==> config.mk <==
export PLATFORM = sky130hd
export DESIGN_NAME = axi2wb
export DESIGN_NICKNAME = d
export VERILOG_FILES = /design/src/rtl/axi2wb.sv
export SDC_FILE = /design/constraint.sdc
export NUM_CORES = 1
export LEC_CHECK = 0
export ABC_AREA = 1
export ABC_CLOCK_PERIOD_IN_PS = 18200
export BUFFER_PORTS_ARGS = -buffer_cell sky130_fd_sc_hd__buf_2
export CAP_MARGIN = 10
export CORE_MARGIN = 2
export CORE_UTILIZATION = 50
export CTS_CLUSTER_DIAMETER = 60
export CTS_CLUSTER_SIZE = 8
export DETAILED_ROUTE_END_ITERATION = 16
export PLACE_DENSITY = 0.85
export SETUP_SLACK_MARGIN = 0.05
export SLEW_MARGIN = 20
export SYNTH_ARGS = -nofsm -noshare
export SYNTH_HDL_FRONTEND = slang
export SYNTH_SLANG_ARGS = --single-unit
==> constraint.sdc <==
create_clock -name clk -period 18.2 [get_ports clk]
set_clock_uncertainty 0.15 [all_clocks]
set_input_delay 3.64 -clock clk [delete_from_list [all_inputs] [get_ports clk]]
set_output_delay 3.64 -clock clk [all_outputs]
set_load 0.05 [all_outputs]
==> src/rtl/axi2wb.sv <==
// axi2wb - AXI4 slave to Wishbone B4 master bridge.
//
// Accepts one AXI4 read or write burst at a time. Reads and writes are
// granted round-robin. Each burst is replayed beat by beat as Wishbone
// classic cycles, with cycle-type hints for incrementing bursts.
//
// Ports:
//   clk, rst           single clock, asynchronous active-high reset
//   s_axi_aw*/w*/b*    AXI4 write address, data and response channels
//   s_axi_ar*/r*       AXI4 read address and data channels
//   wb_*_o / wb_*_i    Wishbone B4 master towards the shared bus
module axi2wb #(
    parameter int ID_W = 3,
    parameter int AW   = 32,
    parameter int DW   = 32
) (
    input  logic              clk,
    input  logic              rst,

    input  logic [ID_W-1:0]   s_axi_awid,
    input  logic [AW-1:0]     s_axi_awaddr,
    input  logic [7:0]        s_axi_awlen,
    input  logic [2:0]        s_axi_awsize,
    input  logic [1:0]        s_axi_awburst,
    input  logic              s_axi_awvalid,
    output logic              s_axi_awready,

    input  logic [DW-1:0]     s_axi_wdata,
    input  logic [DW/8-1:0]   s_axi_wstrb,
    input  logic              s_axi_wlast,
    input  logic              s_axi_wvalid,
    output logic              s_axi_wready,

    output logic [ID_W-1:0]   s_axi_bid,
    output logic [1:0]        s_axi_bresp,
    output logic              s_axi_bvalid,
    input  logic              s_axi_bready,

    input  logic [ID_W-1:0]   s_axi_arid,
    input  logic [AW-1:0]     s_axi_araddr,
    input  logic [7:0]        s_axi_arlen,
    input  logic [2:0]        s_axi_arsize,
    input  logic [1:0]        s_axi_arburst,
    input  logic              s_axi_arvalid,
    output logic              s_axi_arready,

    output logic [ID_W-1:0]   s_axi_rid,
    output logic [DW-1:0]     s_axi_rdata,
    output logic [1:0]        s_axi_rresp,
    output logic              s_axi_rlast,
    output logic              s_axi_rvalid,
    input  logic              s_axi_rready,

    output logic [AW-1:0]     wb_adr_o,
    output logic [DW-1:0]     wb_dat_o,
    output logic [DW/8-1:0]   wb_sel_o,
    output logic              wb_we_o,
    output logic              wb_cyc_o,
    output logic              wb_stb_o,
    output logic [2:0]        wb_cti_o,
    output logic [1:0]        wb_bte_o,
    input  logic [DW-1:0]     wb_dat_i,
    input  logic              wb_ack_i,
    input  logic              wb_err_i,
    input  logic              wb_rty_i
);

    localparam logic [2:0] IDLE    = 3'd0;
    localparam logic [2:0] WR_DATA = 3'd1;
    localparam logic [2:0] WR_WB   = 3'd2;
    localparam logic [2:0] WR_RESP = 3'd3;
    localparam logic [2:0] RD_WB   = 3'd4;
    localparam logic [2:0] RD_DATA = 3'd5;

    logic [2:0]      state;
    logic            prio_w;
    logic [ID_W-1:0] id;
    logic [AW-1:0]   addr;
    logic [7:0]      len;
    logic [1:0]      burst;
    logic [7:0]      beat;
    logic            err_flag;
    logic [DW-1:0]   wdata;
    logic [DW/8-1:0] wstrb;
    logic [DW-1:0]   rdata;
    logic [1:0]      rresp;
    logic            retry;     // stb held low for the one cycle after rty
    logic            in_burst;  // keeps cyc asserted between beats of a burst

    logic            aw_grant;
    logic            ar_grant;
    logic            wb_phase;
    logic            beat_last;
    logic            wb_done;
    logic [AW-1:0]   addr_inc;
    logic [AW-1:0]   wrap_mask;
    logic [AW-1:0]   addr_next;

    // Size and wlast are irrelevant: lanes come from wstrb, beat count from len.
    logic unused_ok;
    assign unused_ok = ^{s_axi_awsize, s_axi_arsize, s_axi_wlast};

    assign aw_grant  = !rst && (state == IDLE) && s_axi_awvalid && (!s_axi_arvalid || prio_w);
    assign ar_grant  = !rst && (state == IDLE) && s_axi_arvalid && (!s_axi_awvalid || !prio_w);
    assign wb_phase  = (state == WR_WB) || (state == RD_WB);
    assign beat_last = (beat == len);
    // An ack/err only counts while stb is actually presented.
    assign wb_done   = wb_phase && !retry && (wb_ack_i || wb_err_i);

    always_comb begin
        addr_inc  = addr + AW'(4);
        wrap_mask = AW'({len, 2'b11});
        case (burst)
            2'b00:   addr_next = addr;
            2'b10:   addr_next = (addr & ~wrap_mask) | (addr_inc & wrap_mask);
            default: addr_next = addr_inc;
        endcase
    end

    always_ff @(posedge clk or posedge rst) begin
        if (rst) begin
            state    <= IDLE;
            prio_w   <= 1'b1;
            id       <= '0;
            addr     <= '0;
            len      <= '0;
            burst    <= '0;
            beat     <= '0;
            err_flag <= 1'b0;
            wdata    <= '0;
            wstrb    <= '0;
            rdata    <= '0;
            rresp    <= '0;
            retry    <= 1'b0;
            in_burst <= 1'b0;
        end else begin
            case (state)
                IDLE: begin
                    if (aw_grant) begin
                        id       <= s_axi_awid;
                        addr     <= s_axi_awaddr;
                        len      <= s_axi_awlen;
                        burst    <= s_axi_awburst;
                        beat     <= '0;
                        err_flag <= 1'b0;
                        prio_w   <= ~prio_w;
                        state    <= WR_DATA;
                    end else if (ar_grant) begin
                        id       <= s_axi_arid;
                        addr     <= s_axi_araddr;
                        len      <= s_axi_arlen;
                        burst    <= s_axi_arburst;
                        beat     <= '0;
                        err_flag <= 1'b0;
                        prio_w   <= ~prio_w;
                        state    <= RD_WB;
                    end
                end
                WR_DATA: begin
                    if (s_axi_wvalid) begin
                        wdata <= s_axi_wdata;
                        wstrb <= s_axi_wstrb;
                        state <= WR_WB;
                    end
                end
                WR_WB: begin
                    if (retry) begin
                        retry <= 1'b0;
                    end else if (wb_done) begin
                        if (wb_err_i)
                            err_flag <= 1'b1;
                        if (beat_last) begin
                            in_burst <= 1'b0;
                            state    <= WR_RESP;
                        end else begin
                            in_burst <= 1'b1;
                            addr     <= addr_next;
                            beat     <= beat + 8'd1;
                            state    <= WR_DATA;
                        end
                    end else if (wb_rty_i) begin
                        retry <= 1'b1;
                    end
                end
                WR_RESP: begin
                    if (s_axi_bready)
                        state <= IDLE;
                end
                RD_WB: begin
                    if (retry) begin
                        retry <= 1'b0;
                    end else if (wb_done) begin
                        // err wins over a simultaneous ack
                        if (wb_err_i) begin
                            rdata <= '0;
                            rresp <= 2'b10;
                        end else begin
                            rdata <= wb_dat_i;
                            rresp <= 2'b00;
                        end
                        in_burst <= !beat_last;
                        state    <= RD_DATA;
                    end else if (wb_rty_i) begin
                        retry <= 1'b1;
                    end
                end
                RD_DATA: begin
                    if (s_axi_rready) begin
                        if (beat_last) begin
                            state <= IDLE;
                        end else begin
                            addr  <= addr_next;
                            beat  <= beat + 8'd1;
                            state <= RD_WB;
                        end
                    end
                end
                default: state <= IDLE;
            endcase
        end
    end

    assign s_axi_awready = aw_grant;
    assign s_axi_arready = ar_grant;
    assign s_axi_wready  = (state == WR_DATA);

    assign s_axi_bvalid  = (state == WR_RESP);
    assign s_axi_bid     = id;
    assign s_axi_bresp   = err_flag ? 2'b10 : 2'b00;

    assign s_axi_rvalid  = (state == RD_DATA);
    assign s_axi_rid     = id;
    assign s_axi_rdata   = rdata;
    assign s_axi_rresp   = rresp;
    assign s_axi_rlast   = (state == RD_DATA) && beat_last;

    assign wb_cyc_o = wb_phase || in_burst;
    assign wb_stb_o = wb_phase && !retry;
    assign wb_we_o  = (state == WR_WB);
    assign wb_sel_o = (state == WR_WB) ? wstrb :
                      (state == RD_WB) ? '1    : '0;
    assign wb_adr_o = {addr[AW-1:2], 2'b00};
    assign wb_dat_o = wdata;
    // Reserved burst type (11) behaves as INCR, including the cycle-type hint.
    assign wb_cti_o = (wb_phase && burst[0] && !burst[1] && len != 8'd0) ||
                      (wb_phase && burst == 2'b11 && len != 8'd0)
                      ? (beat_last ? 3'b111 : 3'b010) : 3'b000;
    assign wb_bte_o = 2'b00;

endmodule
# --- Yosys cells after proc, flatten, opt, wreduce, memory -nomap -nowiden ---
# Cells that the tools add are included.
word_totals:
  reg_bits: 130
  latch_bits: 0
  ramBits: 0
  romBits: 0
  out_inout_bits: 124
  elab_cells: 137
  mem_count: 0
classes:
  n_addsub: 2
  n_mul: 0
  div_mod_pow: 0
  n_lt_le_gt_ge: 0
  eq_ne: 17
  shifts: 0
  mux: 57
  bitwise: 6
  n_reduce_logical: 41
ops:
  columns: ["cell", "n"]
  rows:
  - ["$mux W32", 7]
  - ["$pmux W32 S3", 1]
  - ["$mux W8", 8]
  - ["$pmux W32 S2", 1]
  - ["$mux W3", 14]
  - ["$add A32 B3 Y32 const B", 1]
  - ["$and A32 B10 Y32", 1]
  - ["$and A32 B32 Y32", 1]
  - ["$not A10 Y32", 1]
  - ["$or A32 B32 Y32", 1]
  - ["$pmux W8 S3", 1]
  - ["$pmux W3 S6", 1]
  - ["$mux W1", 15]
  - ["$reduce_and A5 Y1", 3]
  - ["$logic_and A1 B1 Y1", 13]
  - ["$mux W2", 5]
  - ["$add A8 B1 Y8 const B", 1]
  - ["$eq A8 B8 Y1", 1]
  - ["$mux W4", 2]
  - ["$ne A2 B1 Y1 const B", 4]
  - ["$ne A2 B2 Y1 const B", 4]
  - ["$reduce_and A8 Y1", 1]
  - ["$reduce_bool A8 Y1", 1]
  - ["$logic_not A1 Y1", 7]
  - ["other kinds (15)", 28]

# --- Logic depth before layout (Yosys ltp) ---
# Gate-level depths: netlist of run 1.
logic_depth:
  word_depth: 8
  depth_mapped: 12
  mapped_depth_nobuf: 11

# --- Least setup slack after synthesis of run 1 ---
# OpenSTA, ideal clock, no wires.
synth_path:
  path_kind: "input -> output"
  startpoint: "in rst"
  endpoint: "out s_axi_arready"
  t_arrival_ns: 7.281
  required_time_ns: 14.410
  path_slack_ns: 7.129
  cell_stages: 3
  path_buffers: 0
  path_cell_list: "inv_1 nand2_1 nor2_1"
synth_between:
  elab_chain_cells: 4
synth_lines:
  columns: ["item", "line", "text"]
  rows:
  - ["from (decl)", "18", "input logic rst,"]
  - ["$logic_not A1 Y1 (no source line)", null, null]
  - ["$logic_and A1 B1 Y1 (3 in a row)", "104", "assign ar_grant = !rst && (state == IDLE) && s_axi_arvalid && (!s_axi_awvalid || !prio_w);"]
  - ["to (decl)", "45", "output logic s_axi_arready,"]
# No other way between the ends.

# --- Worst setup path after layout of run 1 ---
layout_path:
  startpoint: "in rst"
  endpoint: "out s_axi_awready"
layout_between:
  elab_chain_cells: 4
layout_lines:
  columns: ["item", "line", "text"]
  rows:
  - ["$logic_not A1 Y1 (no source line)", null, null]
  - ["$logic_and A1 B1 Y1 (3 in a row)", "103", "assign aw_grant = !rst && (state == IDLE) && s_axi_awvalid && (!s_axi_arvalid || prio_w);"]
  - ["to (decl)", "26", "output logic s_axi_awready,"]
# No other way between the ends.

==> results.json, run 1 <==
{
  "dieArea_um2": 15600,
  "gp_congestion": 0.937,
  "hold_buffers": 0,
  "crit_arrival_ps": 5670,
  "avgSynthCellArea_um2": 7.42,
  "first_global_vias": 7118,
  "cts-resized-gates": 0,
  "grt_usage_pct": 27.1,
  "ir_drop_mv": 0.146,
  "antenna_found_initial": 0,
  "yosysWarnings": 0,
  "hold_class": "reg -> reg",
  "cts.sinks": 127,
  "antenna_left": 0,
  "cp_num_buf_inv": 4,
  "setup_viol": 0,
  "syn-cell-area_um2": 7290,
  "drc_errors": 0,
  "end_kind": "primary output",
  "ys_ff_latch": 127,
  "cap_violations": 0,
  "fin_util_pct": 64.7,
  "cp_top_family": "buffers and inverters",
  "path_cells": "buf_2 -> inv_4 -> nand2_1 -> nor2_4 -> buf_4 -> buf_2",
  "vias_per_cell": 5.11,
  "setup_tns_ps": 0,
  "nets": 1422,
  "fin_area_um2": 9300,
  "drive_gt1_share_pct": 31.2,
  "io_pins": 299,
  "path_clk_slew_ps": 60,
  "cpMostUsedCell": "buf_2",
  "total_power_mw": 1.96,
  "synth-edff-count": 0,
  "maxSlewHeadroom_pct": 34.3,
  "tightest_slew_ps": 985,
  "pre_cts_slack_ps": 8670,
  "crit_slowest_cell": "inv_4",
  "cts_root_buf": "clkbuf_16",
  "post_cts_buffers": 0,
  "rows": 44,
  "first_iter_violations": 481,
  "max_freq_ghz": 0.106,
  "synth_seq_area_share_pct": 43.6,
  "leakage_nw": 5.01,
  "cts-buffers-inserted": 17,
  "hold_viol": 0,
  "rsz0062_at_grt": "false",
  "critPathLaunchType": "input port",
  "port_buffers": 281,
  "synth_cells": 982,
  "fp.dieW_um": 125,
  "finalNonFillerCells": 1442,
  "area_growth_pct": 27.6,
  "synthArstFlopShare_pct": 100,
  "start_util_pct": 50.7,
  "synthDistinctLibCells": 36,
  "dp_cells": 1410,
  "required_ps": 14410,
  "status": "completed",
  "routed_wl_um": 20900,
  "cts_tree": "built",
  "fin_ws_ps": 8740,
  "ys.flop_type": "dfrtp_1",
  "drv_slew": 0,
  "crit_type": "in -> out",
  "core_area_um2": 14400,
  "wl_per_cell_um": 14.5,
  "dr.pass1.iters": 6,
  "critPathMaxStageDelay_ps": 620,
  "hold_slack_ps": 331,
  "cp_max_fo": 71,
  "clk_latency_ps": 420,
  "htreeDepth": 4,
  "power.density_nw_per_um2": 211,
  "fin_crit_sh_pct": 52.0,
  "grt_pass1_wl_um": 34300,
  "num_vias": 7373,
  "hpwl_um": 15200,
  "antennaDiodeCount": 0,
  "grt_max_degree": 72,
  "fillers": 1266,
  "finalCriticalPeriod_ps": 9460,
  "clockBufferDepth": 2,
  "overflow": 0,
  "fp.dieH_um": 125,
  "placed_area_um2": 8710
}
worst register-to-register path, cell delays in order (launching register included):
cell and delay [ps]:
dfrtp_1 460, nor2_2 170, nand2_2 130, nand2_2 500
inv_2 390, nor2_2 830, nand3_1 200, o21ai_0 120
nand2_1 70, nand2_1 90
power by group:
part | total [mW] | internal, mW | switching (mW)
clock | 0.337 | 0.197 | 0.141
combinational | 1.10 | 0.275 | 0.821
sequential | 0.531 | 0.418 | 0.112
per-layer routing:
metal  vias up  global-route usage (%)  share of wire [%]
met2       289                    47.5                 51
met4         0                    9.78                2.4
met5         -                       0                  0
li1       3653                       -                  -
met3        39                    6.96                6.9
met1      3392                    32.1                 40
cells in the mapped netlist (2+ instances only):
master    number  area (um^2)
nand3_1       64          320
or2_2         11         68.8
dfrtp_1      126         3150
mux2_2        35          394
xnor2_1       10         87.6
ha_1           2         25.0
nor2_1        59          221
nand2_2        8         50.1
a22oi_1       10         75.1
inv_1         99          372
nor2_4         3         33.8
o21ai_0       73          365
nand2_1      341         1280
o21ai_1        8         40.0
nand3_2        4         40.0
a21oi_1       41          205
buf_4         14          105
nor2_2         5         31.3
nor3_1         5         25.0
o211ai_1       6         45.0
clkbuf_1      11         41.3
buf_6          3         33.8
xor2_1         3         26.3
nand4_1       10         62.6
inv_2          4         15.0
buf_2         17         85.1
cell usage in the layout, fill, tap and decap left out, drive strengths merged, types with 2 or more instances in the layout:
cell and instances:
dfrtp 126, xor2 3, clkbuf 18, or2 11
buf 285, nand3 68, ha 2, o21ai 82
nor3 5, xnor2 10, inv 113, nor2 67
mux2 35, nand2 350, a21oi 41, conb 6
o211ai 6, clkinv 4, nand4 10, a22oi 10
final cells by class:
cell class	instances	area [um^2]	share of cell area, %
multi-input combinational	709	3470	37.3
timing repair buffer	285	1440	15.4
tap	184	230	2.48
sequential	127	3180	34.2
inverter	105	399	4.29
clock buffer	18	439	4.72
clock inverter	14	144	1.55
flip-flops by register name, summed over array words and instances, names as in the netlist, named ones only:
name,count
prio_w,1
addr,23
state,3
beat,8
wstrb,4
in_burst,1
s_axi_rresp,1
retry,1
len,8
wb_dat_o,32
burst,2
s_axi_bid,3
s_axi_rdata,32
err_flag,1
kinds of logic after synthesis:
kind of cell / after synthesis / share of synthesized area [%]
buffers and inverters: 151 / 9.13
flip-flops: 127 / 43.6
AO/OA/AOI/OAI: 141 / 10.4
XOR/XNOR: 13 / 1.56
multiplexers: 35 / 5.41
AND/OR/NAND/NOR: 512 / 29.5
adder cells (fa/ha/maj): 2 / 0.343
other: 1 / 0.0515
path summary, 6_finish.rpt:
kind / start / end / slack (ps) / depth (start not counted)
hold / removal: s_axi_rdata[3] / s_axi_rdata[3] / 330 / 2
max in group asynchronous: rst / wb_dat_o[28] / 13360 / 3
setup reg to reg: state[2] / addr[18] / 15020 / 9
min in group asynchronous: rst / s_axi_rdata[21] / 3270 / 2
hold reg to reg: s_axi_rdata[3] / s_axi_rdata[3] / 330 / 2
setup / recovery: rst / s_axi_awready / 8740 / 6
Note: power is estimated with default switching activity, not from simulation.
==> run 2, diff against run 1 <==
--- a/config.mk
+++ b/config.mk
@@ -6,15 +6,15 @@
 export NUM_CORES = 1
 export LEC_CHECK = 0
 export ABC_AREA = 1
-export ABC_CLOCK_PERIOD_IN_PS = 18200
+export ABC_CLOCK_PERIOD_IN_PS = 9500
 export BUFFER_PORTS_ARGS = -buffer_cell sky130_fd_sc_hd__buf_2
 export CAP_MARGIN = 10
 export CORE_MARGIN = 2
-export CORE_UTILIZATION = 50
+export CORE_UTILIZATION = 49
 export CTS_CLUSTER_DIAMETER = 60
 export CTS_CLUSTER_SIZE = 8
 export DETAILED_ROUTE_END_ITERATION = 16
-export PLACE_DENSITY = 0.85
+export PLACE_DENSITY = 0.83
 export SETUP_SLACK_MARGIN = 0.05
 export SLEW_MARGIN = 20
 export SYNTH_ARGS = -nofsm -noshare
==> constraint.sdc (replaced) <==
create_clock -name clk -period 9.5 [get_ports clk]
set_clock_uncertainty 0.15 [all_clocks]
set_input_delay 1.9 -clock clk [delete_from_list [all_inputs] [get_ports clk]]
set_output_delay 1.9 -clock clk [all_outputs]
set_load 0.05 [all_outputs]
==> run 2 against run 1 <==
  * First-iteration DRC count fell by 18%
  * Final area up 0.11%
  * Worst hold slack about the same
  * Global-route usage decreased by 0.93 points
  * Via count hardly changed
  * Sequential cell count unchanged
  * Cell count hardly changed
  * Count of clock-buffer cells in the layout down 1
  * Critical endpoint unchanged
  * Largest cell class unchanged
==> results.json, run 2 (synthesis gave the netlist of run 1 again) <==
{
  "wl_per_cell_um": 14.4,
  "power_switching_share_pct": 54.4,
  "dr.pass1.iters": 5,
  "drive_gt1_share_pct": 31.3,
  "power_frac_seq_pct": 26.9,
  "hold_viol": 0,
  "num_vias": 7370,
  "post_cts_buffers": 0,
  "crit_type": "in -> out",
  "overflow": 0,
  "p_comb_share_pct": 55.5,
  "cts-buffers-inserted": 17,
  "path_clk_slew_ps": 60,
  "cts_root_buf": "clkbuf_16",
  "first_iter_violations": 396,
  "cpMostUsedCell": "buf_2",
  "max_freq_ghz": 0.173,
  "nets": 1421,
  "tightest_slew_ps": 1050,
  "setup_viol": 0,
  "finalNonFillerCells": 1441,
  "finalCriticalPeriod_ps": 5790,
  "port_buffers": 281,
  "switchingPower_mw": 2.06,
  "hold_path.startpoint": "s_axi_rdata[22]",
  "grt_pass1_wl_um": 33500,
  "fillers": 1308,
  "drc_errors": 0,
  "fp.dieW_um": 126,
  "routed_wl_um": 20800,
  "hpwl_um": 15100,
  "final_cell_mix": "nand2_1, buf_2, dfrtp_1",
  "fin_crit_sh_pct": 60.9,
  "layout_commonest_cell": "nand2_1",
  "pwr-share-clk_pct": 17.7,
  "antennaDiodeCount": 0,
  "start_util_pct": 50.1,
  "first_global_vias": 7006,
  "worstHoldEndpoint": "s_axi_rdata[22]",
  "required_ps": 7450,
  "status": "completed",
  "cap_violations": 0,
  "cts.sinks": 127,
  "worstRegToRegCells": 9,
  "crit_arrival_ps": 3740,
  "end_kind": "primary output",
  "critPathLaunchType": "input port",
  "clk_latency_ps": 420,
  "critPathMaxStageDelay_ps": 510,
  "hold_buffers": 0,
  "r2r_start": "state[2]",
  "ff2ff_setup_slack_ps": 6400,
  "leakage_nw": 5.01,
  "antenna_found_initial": 0,
  "power.density_nw_per_um2": 406,
  "io_pins": 299,
  "crit_start": "rst",
  "grt_max_degree": 76,
  "cts-resized-gates": 0,
  "hold_depth": 2,
  "antenna_left": 0,
  "crit_slowest_cell": "buf_4",
  "power.internal_mw": 1.72,
  "rsz0062_at_grt": "false",
  "setup_tns_ps": 0,
  "grt_usage_pct": 26.2,
  "dieArea_um2": 15900,
  "cp_max_fo": 66,
  "fp.dieH_um": 126,
  "dp_cells": 1409,
  "maxSlewHeadroom_pct": 29.8,
  "drv_slew": 0,
  "gp_congestion": 0.930,
  "core_area_um2": 14500,
  "ir_drop_mv": 0.266,
  "worstReg2RegEnd": "addr[19]",
  "rows": 44,
  "htreeDepth": 4,
  "area_growth_pct": 27.7,
  "vias_per_cell": 5.11,
  "cts_tree": "built",
  "path_cells": "buf_2 -> inv_4 -> nand2_1 -> nor2_4 -> buf_4 -> buf_2",
  "hold_class": "reg -> reg",
  "clockBufferDepth": 2
}
[run 2: layer usage]
metal  GRT usage (%)  part of all wire [%]  vias up
met1            30.9                    40     3371
met4            11.6                   3.4        0
met5               0                     0        -
met3            7.65                   7.4       53
met2            44.3                    49      293
li1                -                     -     3653
[run 2: worst max path at each step]
stage	slack, ps	depth (start not counted)	end
2_1_floorplan	1910	3	s_axi_arready
3_3_place_gp	3670	6	s_axi_awready
3_5_place_dp	3660	6	s_axi_awready
4_1_cts	3660	6	s_axi_awready
5_1_grt	3480	6	s_axi_awready
6_report	3710	6	s_axi_awready
[run 2: layout make-up]
type	instances	area [um^2]	area share [%]
Timing Repair Buffer	284	1430	15.4
Sequential cell	127	3180	34.2
Tap cell	184	230	2.47
Clock buffer	17	425	4.57
Clock inverter	15	173	1.86
Inverter	105	399	4.29
Multi-Input combinational cell	709	3470	37.3
[run 2: metrics by stage]
stage | setup slack [ps] | cell area (um^2) | util [%] | total power, mW | hold WS (ps)
2_1_floorplan | 1910 | 7310 | - | 2.63 | 326
3_3_place_gp | 3670 | 8710 | 59.9 | 3.06 | 311
3_5_place_dp | 3660 | 8710 | 59.9 | 3.11 | 319
4_1_cts | 3660 | 9310 | 64.0 | 3.79 | 337
5_1_grt | 3480 | 9310 | 64.0 | 4.01 | 359
6_report | 3710 | 9310 | 64.0 | 3.78 | 331
[run 2: worst max-delay path: cells and delay by family]
| kind | cells | cell delay, ps |
|---|---|---|
| buffers and inverters | 4 | 1490 |
| AND/OR/NAND/NOR | 2 | 330 |
[run 2: power groups by stage]
stage,sequential [mW],combinational (mW),clock [mW]
2_1_floorplan,1.70,0.931,0
3_3_place_gp,1.00,2.06,0
5_1_grt,1.05,2.26,0.699
3_5_place_dp,1.01,2.10,0
4_1_cts,1.01,2.10,0.674
6_report,1.01,2.10,0.667
